**config.mk**
```make
export PLATFORM = sky130hd
export DESIGN_NAME = mul_div_unit_flat
export DESIGN_NICKNAME = d
export VERILOG_FILES = /design/src/rtl/mul_div_if.sv /design/src/rtl/mul_div_unit.sv /design/src/flat_wrapper.sv
export SDC_FILE = /design/constraint.sdc
export NUM_CORES = 1
export LEC_CHECK = 0
export CAP_MARGIN = 25
export CELL_PAD_IN_SITES_DETAIL_PLACEMENT = 0
export CELL_PAD_IN_SITES_GLOBAL_PLACEMENT = 1
export CORE_MARGIN = 10
export CORE_UTILIZATION = 30
export CTS_CLUSTER_DIAMETER = 40
export DETAILED_ROUTE_END_ITERATION = 8
export DONT_BUFFER_PORTS = 1
export GPL_ROUTABILITY_DRIVEN = 1
export PLACE_DENSITY_LB_ADDON = 0.15
export SYNTH_ARGS = -nofsm -noshare
export SYNTH_HDL_FRONTEND = slang
export SYNTH_SLANG_ARGS = --single-unit
export TNS_END_PERCENT = 10
```
**constraint.sdc**
```tcl
create_clock -name clk -period 5.5 [get_ports clk]
set_input_delay 1.1 -clock clk [delete_from_list [all_inputs] [get_ports clk]]
set_output_delay 1.1 -clock clk [all_outputs]
set_load 0.005 [all_outputs]
```
**src/rtl/mul_div_if.sv**
```systemverilog
// mul_div_if: start/busy/done handshake, operands and HI/LO result between control and mul_div_unit.
interface mul_div_if #(parameter int WIDTH = 32);
    logic             start;
    logic [1:0]       op;
    logic [WIDTH-1:0] a;
    logic [WIDTH-1:0] b;
    logic             busy;
    logic             done;
    logic [WIDTH-1:0] hi;
    logic [WIDTH-1:0] lo;
    logic             divzero;
    modport master (output start, op, a, b, input busy, done, hi, lo, divzero);
    modport slave  (input start, op, a, b, output busy, done, hi, lo, divzero);
endinterface

```
**src/rtl/mul_div_unit.sv**
```systemverilog
// mul_div_unit: iterative shift-add multiply and restoring divide, one bit per clock,
// producing a MIPS-style HI/LO pair. Sign handling is done on magnitudes plus a FIX step.
module mul_div_unit #(parameter int WIDTH = 32) (
    input logic      clk,
    input logic      rst,
    mul_div_if.slave bus
);
    localparam int CW = $clog2(WIDTH);
    typedef enum logic [1:0] {IDLE, RUN, FIX, DONE} state_t;
    state_t             state_q, state_d;
    logic [CW-1:0]      cnt_q, cnt_d;
    logic [2*WIDTH-1:0] p_q, p_d;
    logic [WIDTH-1:0]   m_q, m_d, araw_q, araw_d, hi_q, hi_d, lo_q, lo_d;
    logic               div_q, div_d, neg_q, neg_d, rneg_q, rneg_d, dz_q, dz_d;
    logic               busy_q, busy_d, done_q, done_d, divzero_q, divzero_d;
    logic               a_neg, b_neg, ge;
    logic [WIDTH-1:0]   a_abs, b_abs, rem_new;
    logic [WIDTH:0]     msum, rem_sh;
    always_comb begin
        a_neg     = bus.op[0] & bus.a[WIDTH-1];
        b_neg     = bus.op[0] & bus.b[WIDTH-1];
        a_abs     = a_neg ? -bus.a : bus.a;
        b_abs     = b_neg ? -bus.b : bus.b;
        // p holds {partial product, multiplier} for MUL and {remainder, dividend/quotient} for DIV
        msum      = {1'b0, p_q[2*WIDTH-1:WIDTH]} + (p_q[0] ? {1'b0, m_q} : '0);
        rem_sh    = {p_q[2*WIDTH-1:WIDTH], p_q[WIDTH-1]};
        ge        = rem_sh >= {1'b0, m_q};
        rem_new   = ge ? WIDTH'(rem_sh - {1'b0, m_q}) : rem_sh[WIDTH-1:0];
        state_d   = state_q;
        cnt_d     = cnt_q;
        p_d       = p_q;
        m_d       = m_q;
        araw_d    = araw_q;
        div_d     = div_q;
        neg_d     = neg_q;
        rneg_d    = rneg_q;
        dz_d      = dz_q;
        hi_d      = hi_q;
        lo_d      = lo_q;
        divzero_d = divzero_q;
        busy_d    = state_q == RUN || state_q == FIX;
        done_d    = 1'b0;
        case (state_q)
            IDLE: if (bus.start) begin
                state_d = RUN;
                cnt_d   = '0;
                p_d     = {{WIDTH{1'b0}}, a_abs};
                m_d     = b_abs;
                araw_d  = bus.a;
                div_d   = bus.op[1];
                neg_d   = a_neg ^ b_neg;
                rneg_d  = a_neg;
                dz_d    = bus.op[1] && bus.b == '0;
            end
            RUN: begin
                p_d     = div_q ? {rem_new, p_q[WIDTH-2:0], ge} : {msum, p_q[WIDTH-1:1]};
                cnt_d   = cnt_q + 1'b1;
                state_d = cnt_q == CW'(WIDTH - 1) ? FIX : RUN;
            end
            FIX: begin
                // signed overflow (MIN / -1) falls out naturally: |MIN| negated wraps back to MIN
                p_d     = dz_q  ? {araw_q, {WIDTH{1'b1}}} :
                          div_q ? {rneg_q ? -p_q[2*WIDTH-1:WIDTH] : p_q[2*WIDTH-1:WIDTH],
                                   neg_q  ? -p_q[WIDTH-1:0]       : p_q[WIDTH-1:0]} :
                          neg_q ? -p_q : p_q;
                state_d = DONE;
            end
            DONE: begin
                done_d    = 1'b1;
                hi_d      = p_q[2*WIDTH-1:WIDTH];
                lo_d      = p_q[WIDTH-1:0];
                divzero_d = dz_q;
                state_d   = IDLE;
            end
            default: state_d = IDLE;
        endcase
    end
    always_ff @(posedge clk) begin
        if (rst) begin
            state_q   <= IDLE;
            cnt_q     <= '0;
            p_q       <= '0;
            m_q       <= '0;
            araw_q    <= '0;
            div_q     <= 1'b0;
            neg_q     <= 1'b0;
            rneg_q    <= 1'b0;
            dz_q      <= 1'b0;
            hi_q      <= '0;
            lo_q      <= '0;
            divzero_q <= 1'b0;
            busy_q    <= 1'b0;
            done_q    <= 1'b0;
        end else begin
            state_q   <= state_d;
            cnt_q     <= cnt_d;
            p_q       <= p_d;
            m_q       <= m_d;
            araw_q    <= araw_d;
            div_q     <= div_d;
            neg_q     <= neg_d;
            rneg_q    <= rneg_d;
            dz_q      <= dz_d;
            hi_q      <= hi_d;
            lo_q      <= lo_d;
            divzero_q <= divzero_d;
            busy_q    <= busy_d;
            done_q    <= done_d;
        end
    end
    assign bus.busy    = busy_q;
    assign bus.done    = done_q;
    assign bus.hi      = hi_q;
    assign bus.lo      = lo_q;
    assign bus.divzero = divzero_q;
endmodule

```
**src/flat_wrapper.sv**
```systemverilog
// flat-port wrapper written by rule: the top's interface ports become plain ports
module mul_div_unit_flat 
#(parameter int WIDTH = 32)
  (clk, rst, bus_start, bus_op, bus_a, bus_b, bus_busy, bus_done, bus_hi, bus_lo, bus_divzero);
  mul_div_if #(.WIDTH(WIDTH)) bus_i ();
  input logic clk;
  input logic rst;
  input wire logic [$bits(bus_i.start)-1:0] bus_start;
  input wire logic [$bits(bus_i.op)-1:0] bus_op;
  input wire logic [$bits(bus_i.a)-1:0] bus_a;
  input wire logic [$bits(bus_i.b)-1:0] bus_b;
  output wire logic [$bits(bus_i.busy)-1:0] bus_busy;
  output wire logic [$bits(bus_i.done)-1:0] bus_done;
  output wire logic [$bits(bus_i.hi)-1:0] bus_hi;
  output wire logic [$bits(bus_i.lo)-1:0] bus_lo;
  output wire logic [$bits(bus_i.divzero)-1:0] bus_divzero;
  assign bus_i.start = bus_start;
  assign bus_i.op = bus_op;
  assign bus_i.a = bus_a;
  assign bus_i.b = bus_b;
  assign bus_busy = bus_i.busy;
  assign bus_done = bus_i.done;
  assign bus_hi = bus_i.hi;
  assign bus_lo = bus_i.lo;
  assign bus_divzero = bus_i.divzero;
  mul_div_unit #(.WIDTH(WIDTH)) u_core (.clk(clk), .rst(rst), .bus(bus_i));
endmodule
```
==> flow_metrics.tcl, run 1 <==
set metrics [dict create \
    ys.flop_type "dfxtp_1" \
    synth.most_common_cell "nor2_1" \
    r2r_start "u_core.p_q[0]$_SDFFE_PP0P_" \
    synth_top_area_share_pct 26.4 \
    cts_resized 0 \
    setup_tns_ns 0 \
    clk_latency_ns 0.58 \
    hold_buffers 0 \
    grtUsageTotal_pct 19.9 \
    rrSetupSlack_ns 1.21 \
    p_leak_nw 6.73 \
    dr.pass1.iters 8 \
    vias 15300 \
    drc_errors 0 \
    dp.cells 2651 \
    path_max_fanout 32 \
    clk_pin_slew_ns 0.05 \
    io_pins 136 \
    ir_worst_vdd_uv 187 \
    core_area_um2 51400 \
    rsz0062_at_grt "no" \
    wl_um 63000 \
    crit_path_end "u_core.p_q[58]$_SDFFE_PP0P_" \
    cts.sink_count 206 \
    ant_nets 0 \
    avgSynthCellArea_um2 7.50 \
    cp-end-kind "flip-flop" \
    vias_per_cell 5.60 \
    syn_area_um2 15600 \
    die_h_um 248 \
    post-synth-top-area-cell "dfxtp_1" \
    hold_class "flip-flop to flip-flop" \
    htree_levels 2 \
    synth_nets 2226 \
    clockBufferDepth 3 \
    layout-drive-gt1-share_pct 7.54 \
    grt_max_degree 197 \
    synthTopCellsByArea "dfxtp_1, mux2i_1, a21oi_1" \
    outcome "finished, final reports clean" \
    tightest_slew_ns 1.12 \
    ys_top_cells_by_count "nor2_1, nand2_1, dfxtp_1" \
    arrival_ns 4.76 \
    ys_ff_latch 206 \
    cts_tree "built" \
    reg2regPathDepth 12 \
    fin_cells 2735 \
    root_buffer "clkbuf_16" \
    worstSetupStartpoint "u_core.p_q[0]$_SDFFE_PP0P_" \
    post_cts.repair.setup_buffers 0 \
    required_ns 5.97 \
    n_antenna_cell 0 \
    grt_pass1_wl_um 94500 \
    post_drt_wl_per_cell_um 23.0 \
    report.final.hold_viol_count 0 \
    worst_clock_skew_ns 0.0196 \
    fp.dieW_um 248 \
    cts_made_buffers 47 \
    period_share_pct 78.0 \
    slew_headroom_pct 25.1 \
    nNetsFinal 2165 \
    maxCapViolCount 0 \
    dp_hpwl_um 46500 \
    yosysSeqAreaShare_pct 26.4 \
    place.gp.congestion 0.900 \
    drv_slew 0 \
    start_util_pct 30.4 \
    criticalPathCategory "flip-flop to flip-flop" \
    yosysWarnings 0 \
    start_kind "flip-flop" \
    grt_overflow 0 \
    num_rows 83 \
    max_freq_mhz 233 \
    io_buffers 0 \
    grt_pass1_vias 14500 \
    yosysUniqueCellTypes 84 \
    finalCriticalPeriod_ns 4.29 \
    synth_edf_count 0 \
    reg2reg_to "u_core.p_q[58]$_SDFFE_PP0P_" \
    antenna_found_initial 1 \
    power.density_nw_per_um2 315 \
    power_mw 5.62 \
    postSynthCellCount 2081 \
    fp.dieArea_um2 61600 \
    synthArstFlopShare_pct 0 \
    setup_viol 0 \
    drtIter0Drc 1251 \
    area_growth_pct 14.1 \
]
[state kept, by name (all words and copies together), names as in the netlist, named ones only]
name                count
u_core.rneg_q           1
u_core.bus.done         1
u_core.neg_q            1
u_core.div_q            1
u_core.cnt_q            5
u_core.bus.lo          32
u_core.dz_q             1
u_core.m_q             32
u_core.bus.busy         1
u_core.state_q          1
u_core.bus.divzero      1
u_core.p_q             64
u_core.bus.hi          32
u_core.araw_q          32
[layer usage]
| metal | vias up | GRT usage [%] | wire [um] |
|---|---|---|---|
| met5 | - | 0 | 0 |
| met4 | 0 | 3.97 | 881 |
| met3 | 51 | 3.87 | 3670 |
| met2 | 378 | 31.4 | 28600 |
| met1 | 7465 | 27.7 | 29800 |
| li1 | 7420 | - | - |
[worst min-delay path by stage]
stage                                          end  slack [ns]  depth (start not counted)                           start
floorplan              u_core.m_q[26]$_SDFFE_PP0P_        0.43                          2     u_core.m_q[26]$_SDFFE_PP0P_
detailed placement  u_core.araw_q[12]$_SDFFE_PP0P_        0.45                          2  u_core.araw_q[12]$_SDFFE_PP0P_
global route         u_core.araw_q[9]$_SDFFE_PP0P_        0.47                          2   u_core.araw_q[9]$_SDFFE_PP0P_
global placement       u_core.m_q[26]$_SDFFE_PP0P_        0.45                          2     u_core.m_q[26]$_SDFFE_PP0P_
CTS                  u_core.araw_q[9]$_SDFFE_PP0P_        0.46                          2   u_core.araw_q[9]$_SDFFE_PP0P_
finish              u_core.araw_q[12]$_SDFFE_PP0P_        0.46                          2  u_core.araw_q[12]$_SDFFE_PP0P_
[metrics by stage]
step | worst slack [ns] | hold slack (ns) | utilization, % | cell area, um^2
finish | 1.21 | 0.457 | 34.7 | 17800
global route | 0.967 | 0.474 | 34.7 | 17800
CTS | 1.20 | 0.457 | 34.7 | 17800
detailed placement | 1.23 | 0.450 | 31.4 | 16200
global placement | 1.29 | 0.447 | 31.4 | 16200
floorplan | 1.67 | 0.432 | - | 15600
[cell usage in the layout (no fill, tap or decap), types with 19 or more instances in the layout]
cell type and count:
a21o_1 28, ha_1 72, a21oi_1 190, buf_4 36
xor2_1 50, nor4_1 19, xnor2_1 84, nand2_1 213
a211oi_1 45, nand3_1 34, nor3_1 58, dfxtp_1 204
inv_1 75, nor2_1 249, o211ai_1 59, mux2i_1 113
o21ai_0 117, clkbuf_16 47, or3_1 27
[worst max-delay path: stages, from the launching register on]
cell	delay, ns
dfxtp_1	0.40
inv_1	0.08
buf_4	0.34
ha_1	0.29
or4b_4	0.51
or3_1	0.53
o41ai_4	0.56
nand2_4	0.21
nor3_4	0.29
or4b_1	0.51
a22oi_1	0.17
o22ai_1	0.11
a21o_1	0.16
[final cells by class]
cell class              count  area [um^2]
fillers                  5517        33600
multi-input cells        1651        10600
flip-flops and latches    206         4130
clock buffers              59         1280
well taps                 680          851
clock inverters            25          370
inverters                  78          293
repair buffers             36          270
[logic make-up (layout without fill, tap and decap cells)]
| logic type | Yosys count | after routing | share of synthesized area [%] |
|---|---|---|---|
| and+or+nand+nor | 702 | 702 | 20.5 |
| adders and majority gates | 76 | 76 | 6.19 |
| muxes | 122 | 122 | 7.89 |
| buffers and inverters | 224 | 198 | 5.79 |
| AOI/OAI and AO/OA | 617 | 617 | 25.7 |
| DFF | 206 | 206 | 26.4 |
| xor gates and xnor gates | 134 | 134 | 7.52 |
[power by group]
| group | internal (mW) | leakage, nW | switching [mW] |
|---|---|---|---|
| clock | 1.98 | 0.810 | 0.955 |
| sequential | 1.58 | 1.68 | 0.108 |
| combinational | 0.365 | 4.24 | 0.627 |
| total | 3.93 | 6.73 | 1.69 |
Note: power is estimated with default switching activity, not from simulation.
==> run 2: changes to the inputs <==
==> constraint.sdc (replaced) <==
create_clock -name clk -period 3.6 [get_ports clk]
set_input_delay 0.72 -clock clk [delete_from_list [all_inputs] [get_ports clk]]
set_output_delay 0.72 -clock clk [all_outputs]
set_load 0.005 [all_outputs]
==> flow_metrics.tcl, run 2 (synthesis results as in run 1) <==
set metrics [dict create \
    outcome "finished, final reports clean" \
    report.final.hold_viol_count 0 \
    rrSetupSlack_ns 0.08 \
    vias 15700 \
    holdWs_ns 0.220 \
    dp_hpwl_um 47000 \
    post_drt_wl_per_cell_um 22.2 \
    largest_register_ffs 64 \
    ir_worst_vdd_uv 298 \
    ant_nets 0 \
    n_antenna_cell 0 \
    setup_viol 0 \
    rsz0062_at_grt "yes" \
    p_leak_nw 7.17 \
    start_util_pct 30.4 \
    io_pins 136 \
    layout-drive-gt1-share_pct 12.4 \
    root_buffer "clkbuf_16" \
    clk_pin_slew_ns 0.05 \
    finalCriticalPeriod_ns 3.52 \
    fp.dieW_um 248 \
    grtUsageTotal_pct 19.9 \
    core_area_um2 51400 \
    nNetsFinal 2260 \
    die_h_um 248 \
    criticalPathCategory "flip-flop to flip-flop" \
    r2r_start "u_core.p_q[0]$_SDFFE_PP0P_" \
    cts_tree "built" \
    dp.cells 2744 \
    place.gp.congestion 0.905 \
    antenna_found_initial 0 \
    reg2regPathDepth 11 \
    hold_buffers 0 \
    cts.sink_count 206 \
    multi_input_comb_area_um2 10700 \
    arrival_ns 3.98 \
    fin_util_pct 36.1 \
    worst_clock_skew_ns 0.0177 \
    cts_made_buffers 45 \
    final_common_cell "nor2_1" \
    wl_um 62800 \
    io_buffers 0 \
    start_kind "flip-flop" \
    grt_pass1_vias 15300 \
    grt_overflow 0 \
    clk_latency_ns 0.59 \
    regArea_um2 4130 \
    drtIter0Drc 1198 \
    grt_max_degree 197 \
    fp.dieArea_um2 61600 \
    required_ns 4.06 \
    top_register "u_core.p_q" \
    num_rows 83 \
    htree_levels 2 \
    hold_class "input port to flip-flop" \
    max_freq_mhz 284 \
    path_max_fanout 10 \
    cp-end-kind "flip-flop" \
    crit_path_end "u_core.p_q[58]$_SDFFE_PP0P_" \
    drc_errors 0 \
    maxCapViolCount 0 \
    final_cell_mix "nor2_1, nand2_1, dfxtp_1, a21oi_1, buf_4" \
    tightest_slew_ns 0.823 \
    reg2reg_to "u_core.p_q[58]$_SDFFE_PP0P_" \
    area_growth_pct 19.0 \
    power.density_nw_per_um2 455 \
    worstSetupStartpoint "u_core.p_q[0]$_SDFFE_PP0P_" \
    clockBufferDepth 3 \
    slew_headroom_pct 44.9 \
    vias_per_cell 5.54 \
    dr.pass1.iters 5 \
    drv_slew 0 \
    period_share_pct 97.7 \
    fin_cells 2829 \
    fillers 5488 \
    grt_pass1_wl_um 95100 \
]
[run 2: cell count changes in the layout (fill, tap and decap cells not counted), moves of 3 or more]
cell	previous run	this run
clkinvlp_4	1	6
bufinv_16	7	4
buf_4	36	129
buf_12	0	4
inv_8	0	3
ha_1	72	69
[run 2: final cells by class]
type                    instances  area share [%]
inverters                      78            1.58
multi-input cells            1651            57.7
clock inverters                28            1.87
flip-flops and latches        206            22.2
well taps                     680            4.58
clock buffers                  53            6.44
repair buffers                133            5.64
[run 2: report_power, final]
group | switching, mW | internal, mW
Sequential | 0.102 | 2.40
Clock | 1.54 | 2.71
Combinational | 1.05 | 0.659
[run 2: repair_timing]
action | in CTS | in global routing
setup buffers | 0 | 4
hold endpoints to repair | 0 | 0
setup endpoints to repair | 15 | 23
pin swaps | 2 | 5
gates resized for setup | 5 | 17
[run 2: through the flow]
| step | setup slack (ns) | area [um^2] | setup TNS (ns) | power [mW] |
|---|---|---|---|---|
| floorplan | 0.0226 | 15600 | 0 | 3.70 |
| global placement | -0.282 | 16900 | -1.49 | 4.23 |
| detailed placement | -0.264 | 16900 | -0.974 | 4.23 |
| CTS | -0.118 | 18500 | -0.227 | 8.55 |
| global route | -0.0643 | 18600 | -0.121 | 8.86 |
| finish | 0.0811 | 18600 | 0 | 8.45 |
[run 2: worst min-delay path by stage]
stage	startpoint	to	slack, ns	cells after the start
after global routing	rst	u_core.bus.hi[11]$_SDFFE_PP0P_	0.21	1
after detailed placement	u_core.m_q[26]$_SDFFE_PP0P_	u_core.m_q[26]$_SDFFE_PP0P_	0.44	2
after global placement	u_core.rneg_q$_SDFFE_PP0P_	u_core.rneg_q$_SDFFE_PP0P_	0.44	2
after CTS	rst	u_core.bus.hi[11]$_SDFFE_PP0P_	0.21	1
after floorplan	u_core.m_q[26]$_SDFFE_PP0P_	u_core.m_q[26]$_SDFFE_PP0P_	0.43	2
final	rst	u_core.bus.hi[10]$_SDFFE_PP0P_	0.22	1
[run 2: critical path: stages (launching register included)]
cell     delay, ns
dfxtp_1       0.31
inv_1         0.11
ha_1          0.22
or4b_4        0.51
or3_1         0.43
o41ai_4       0.37
nand2_4       0.19
nor3_4        0.30
or4b_1        0.51
a22oi_1       0.17
o22ai_1       0.11
a21o_1        0.17
[run 2: layer usage]
metal / part of all wire, % / global-route usage (%) / vias up
met5: 0 / 0 / -
li1: - / - / 7621
met3: 5.5 / 3.34 / 88
met1: 45 / 26.2 / 7554
met2: 47 / 32.7 / 402
met4: 2.7 / 6.42 / 0
==> run 3: changes to the inputs <==
==> constraint.sdc (replaced) <==
create_clock -name clk -period 3.1 [get_ports clk]
set_input_delay 0.62 -clock clk [delete_from_list [all_inputs] [get_ports clk]]
set_output_delay 0.62 -clock clk [all_outputs]
set_load 0.005 [all_outputs]
==> flow_metrics.tcl, run 3 (synthesis results as in run 1) <==
set metrics [dict create \
    ir_worst_vdd_uv 412 \
    place.gp.congestion 0.890 \
    largest_register_ffs 64 \
    htree_levels 2 \
    root_buffer "clkbuf_16" \
    drtIter0Drc 1126 \
    cp-end-kind "flip-flop" \
    grt_max_degree 197 \
    core_area_um2 51400 \
    internal-power_mw 7.26 \
    drv_slew 0 \
    pwr-share-seq_pct 27.6 \
    fin_ws_ns -0.0814 \
    nNetsFinal 2439 \
    report.final.hold_viol_count 0 \
    hold_buffers 0 \
    ant_nets 0 \
    violations "negative setup slack" \
    fin_util_pct 40.1 \
    cts_made_buffers 50 \
    wl_um 65400 \
    pwr-share-comb_pct 22.6 \
    top_register "u_core.p_q" \
    dr.pass1.iters 5 \
    dp.cells 2911 \
    fp.dieArea_um2 61600 \
    path_max_fanout 8 \
    p_sw_mw 3.22 \
    power.density_nw_per_um2 508 \
    slew_headroom_pct 34.4 \
    maxCapViolCount 0 \
    grtUsageTotal_pct 20.4 \
    start_kind "flip-flop" \
    p_leak_nw 8.21 \
    io_pins 136 \
    outcome "finished with violations" \
    fin_cells 3019 \
    criticalPathCategory "flip-flop to flip-flop" \
    die_h_um 248 \
    grt_pass1_vias 15900 \
    vias 16400 \
    clk_latency_ns 0.59 \
    cts_tree "built" \
    setup_viol 3 \
    finalCriticalPeriod_ns 3.18 \
    arrival_ns 3.65 \
    dp_hpwl_um 49600 \
    area_growth_pct 32.1 \
    required_ns 3.57 \
    dpl_cell_area_um2 18200 \
    rsz0062_at_grt "yes" \
    fp.dieW_um 248 \
    holdWs_ns 0.119 \
    place_ws_ns -0.337 \
    grt_overflow 0 \
    layout-drive-gt1-share_pct 23.0 \
    cts.sink_count 206 \
    hold_class "input port to flip-flop" \
    clock_power_share_pct 49.8 \
    post_drt_wl_per_cell_um 21.7 \
    period_share_pct 103 \
    clk_pin_slew_ns 0.05 \
    final_area_um2 20600 \
    antenna_found_initial 2 \
    switching_share_pct 30.8 \
    vias_per_cell 5.42 \
    num_rows 83 \
    grt_pass1_wl_um 97500 \
    worst_clock_skew_ns 0.0214 \
    io_buffers 0 \
    clockBufferDepth 3 \
    drc_errors 0 \
    final_common_cell "buf_4" \
    max_freq_mhz 314 \
    final_cell_mix "buf_4, nor2_1, nand2_1, dfxtp_1, a21oi_1" \
    tightest_slew_ns 0.984 \
    start_util_pct 30.4 \
]
## run 3: cell count changes in the layout (fill, tap and decap cells not counted), sizes merged
cell      previous run  this run
diode                0         3
inv                 85        79
clkinvlp             6         9
buf                133       306
clkbuf              53        65
clkinv              11        16
## run 3: path summary, 6_finish.rpt
path | startpoint | to | slack, ns | cells after the start
setup reg to reg | u_core.p_q[0]$_SDFFE_PP0P_ | u_core.p_q[58]$_SDFFE_PP0P_ | -0.08 | 11
hold reg to reg | u_core.m_q[31]$_SDFFE_PP0P_ | u_core.m_q[31]$_SDFFE_PP0P_ | 0.45 | 2
hold / removal | rst | u_core.bus.hi[29]$_SDFFE_PP0P_ | 0.12 | 1
setup / recovery | u_core.p_q[0]$_SDFFE_PP0P_ | u_core.p_q[58]$_SDFFE_PP0P_ | -0.08 | 11
## run 3: layer usage
metal	share of wire (%)	vias to the layer above	global-route usage (%)	wire length [um]
met5	0	-	0	0
met4	2.7	0	6.58	1760
met3	5.9	83	3.94	3890
met2	46	421	32.9	30100
met1	45	7883	27.0	29600
li1	-	7976	-	-
## run 3: per-stage QoR
stage | total power, mW | setup TNS (ns)
final | 10.5 | -0.147
after global routing | 11.0 | -1.11
after CTS | 10.5 | -0.156
after detailed placement | 5.15 | -2.85
after global placement | 5.14 | -2.00
after floorplan | 4.31 | -0.472
## run 3: final cells by class
cell class	count	area, um^2
clock buffers	64	1360
flip-flops and latches	206	4140
multi-input cells	1651	11200
clock inverters	30	318
fillers	5394	30800
inverters	78	305
repair buffers	307	2400
diodes	3	7.51
well taps	680	851
## run 3: power by group through the flow
stage	combinational [mW]	clock, mW	sequential (mW)
after global placement	2.21	0	2.93
final	2.36	5.22	2.89
after floorplan	1.39	0	2.92
after detailed placement	2.22	0	2.94
after CTS	2.27	5.35	2.89
after global routing	2.58	5.47	2.90
## run 3: worst max-delay path, stage by stage, from the launching register on
cell	delay (ns)
dfxtp_4	0.36
clkinv_8	0.08
ha_4	0.13
or4b_4	0.46
or3_4	0.38
o41ai_4	0.41
nand2_4	0.13
nor3_4	0.17
or4b_4	0.49
a22oi_1	0.17
o22ai_1	0.11
a21o_1	0.16
## run 3: what timing repair did
| item | 4_1_cts | 5_1_grt |
|---|---|---|
| setup endpoints to repair | 31 | 43 |
| cloned | 0 | 1 |
| setup buffers | 4 | 7 |
| resized for setup | 58 | 90 |
| endpoints found under the hold margin | 0 | 0 |
| pin swaps | 21 | 28 |
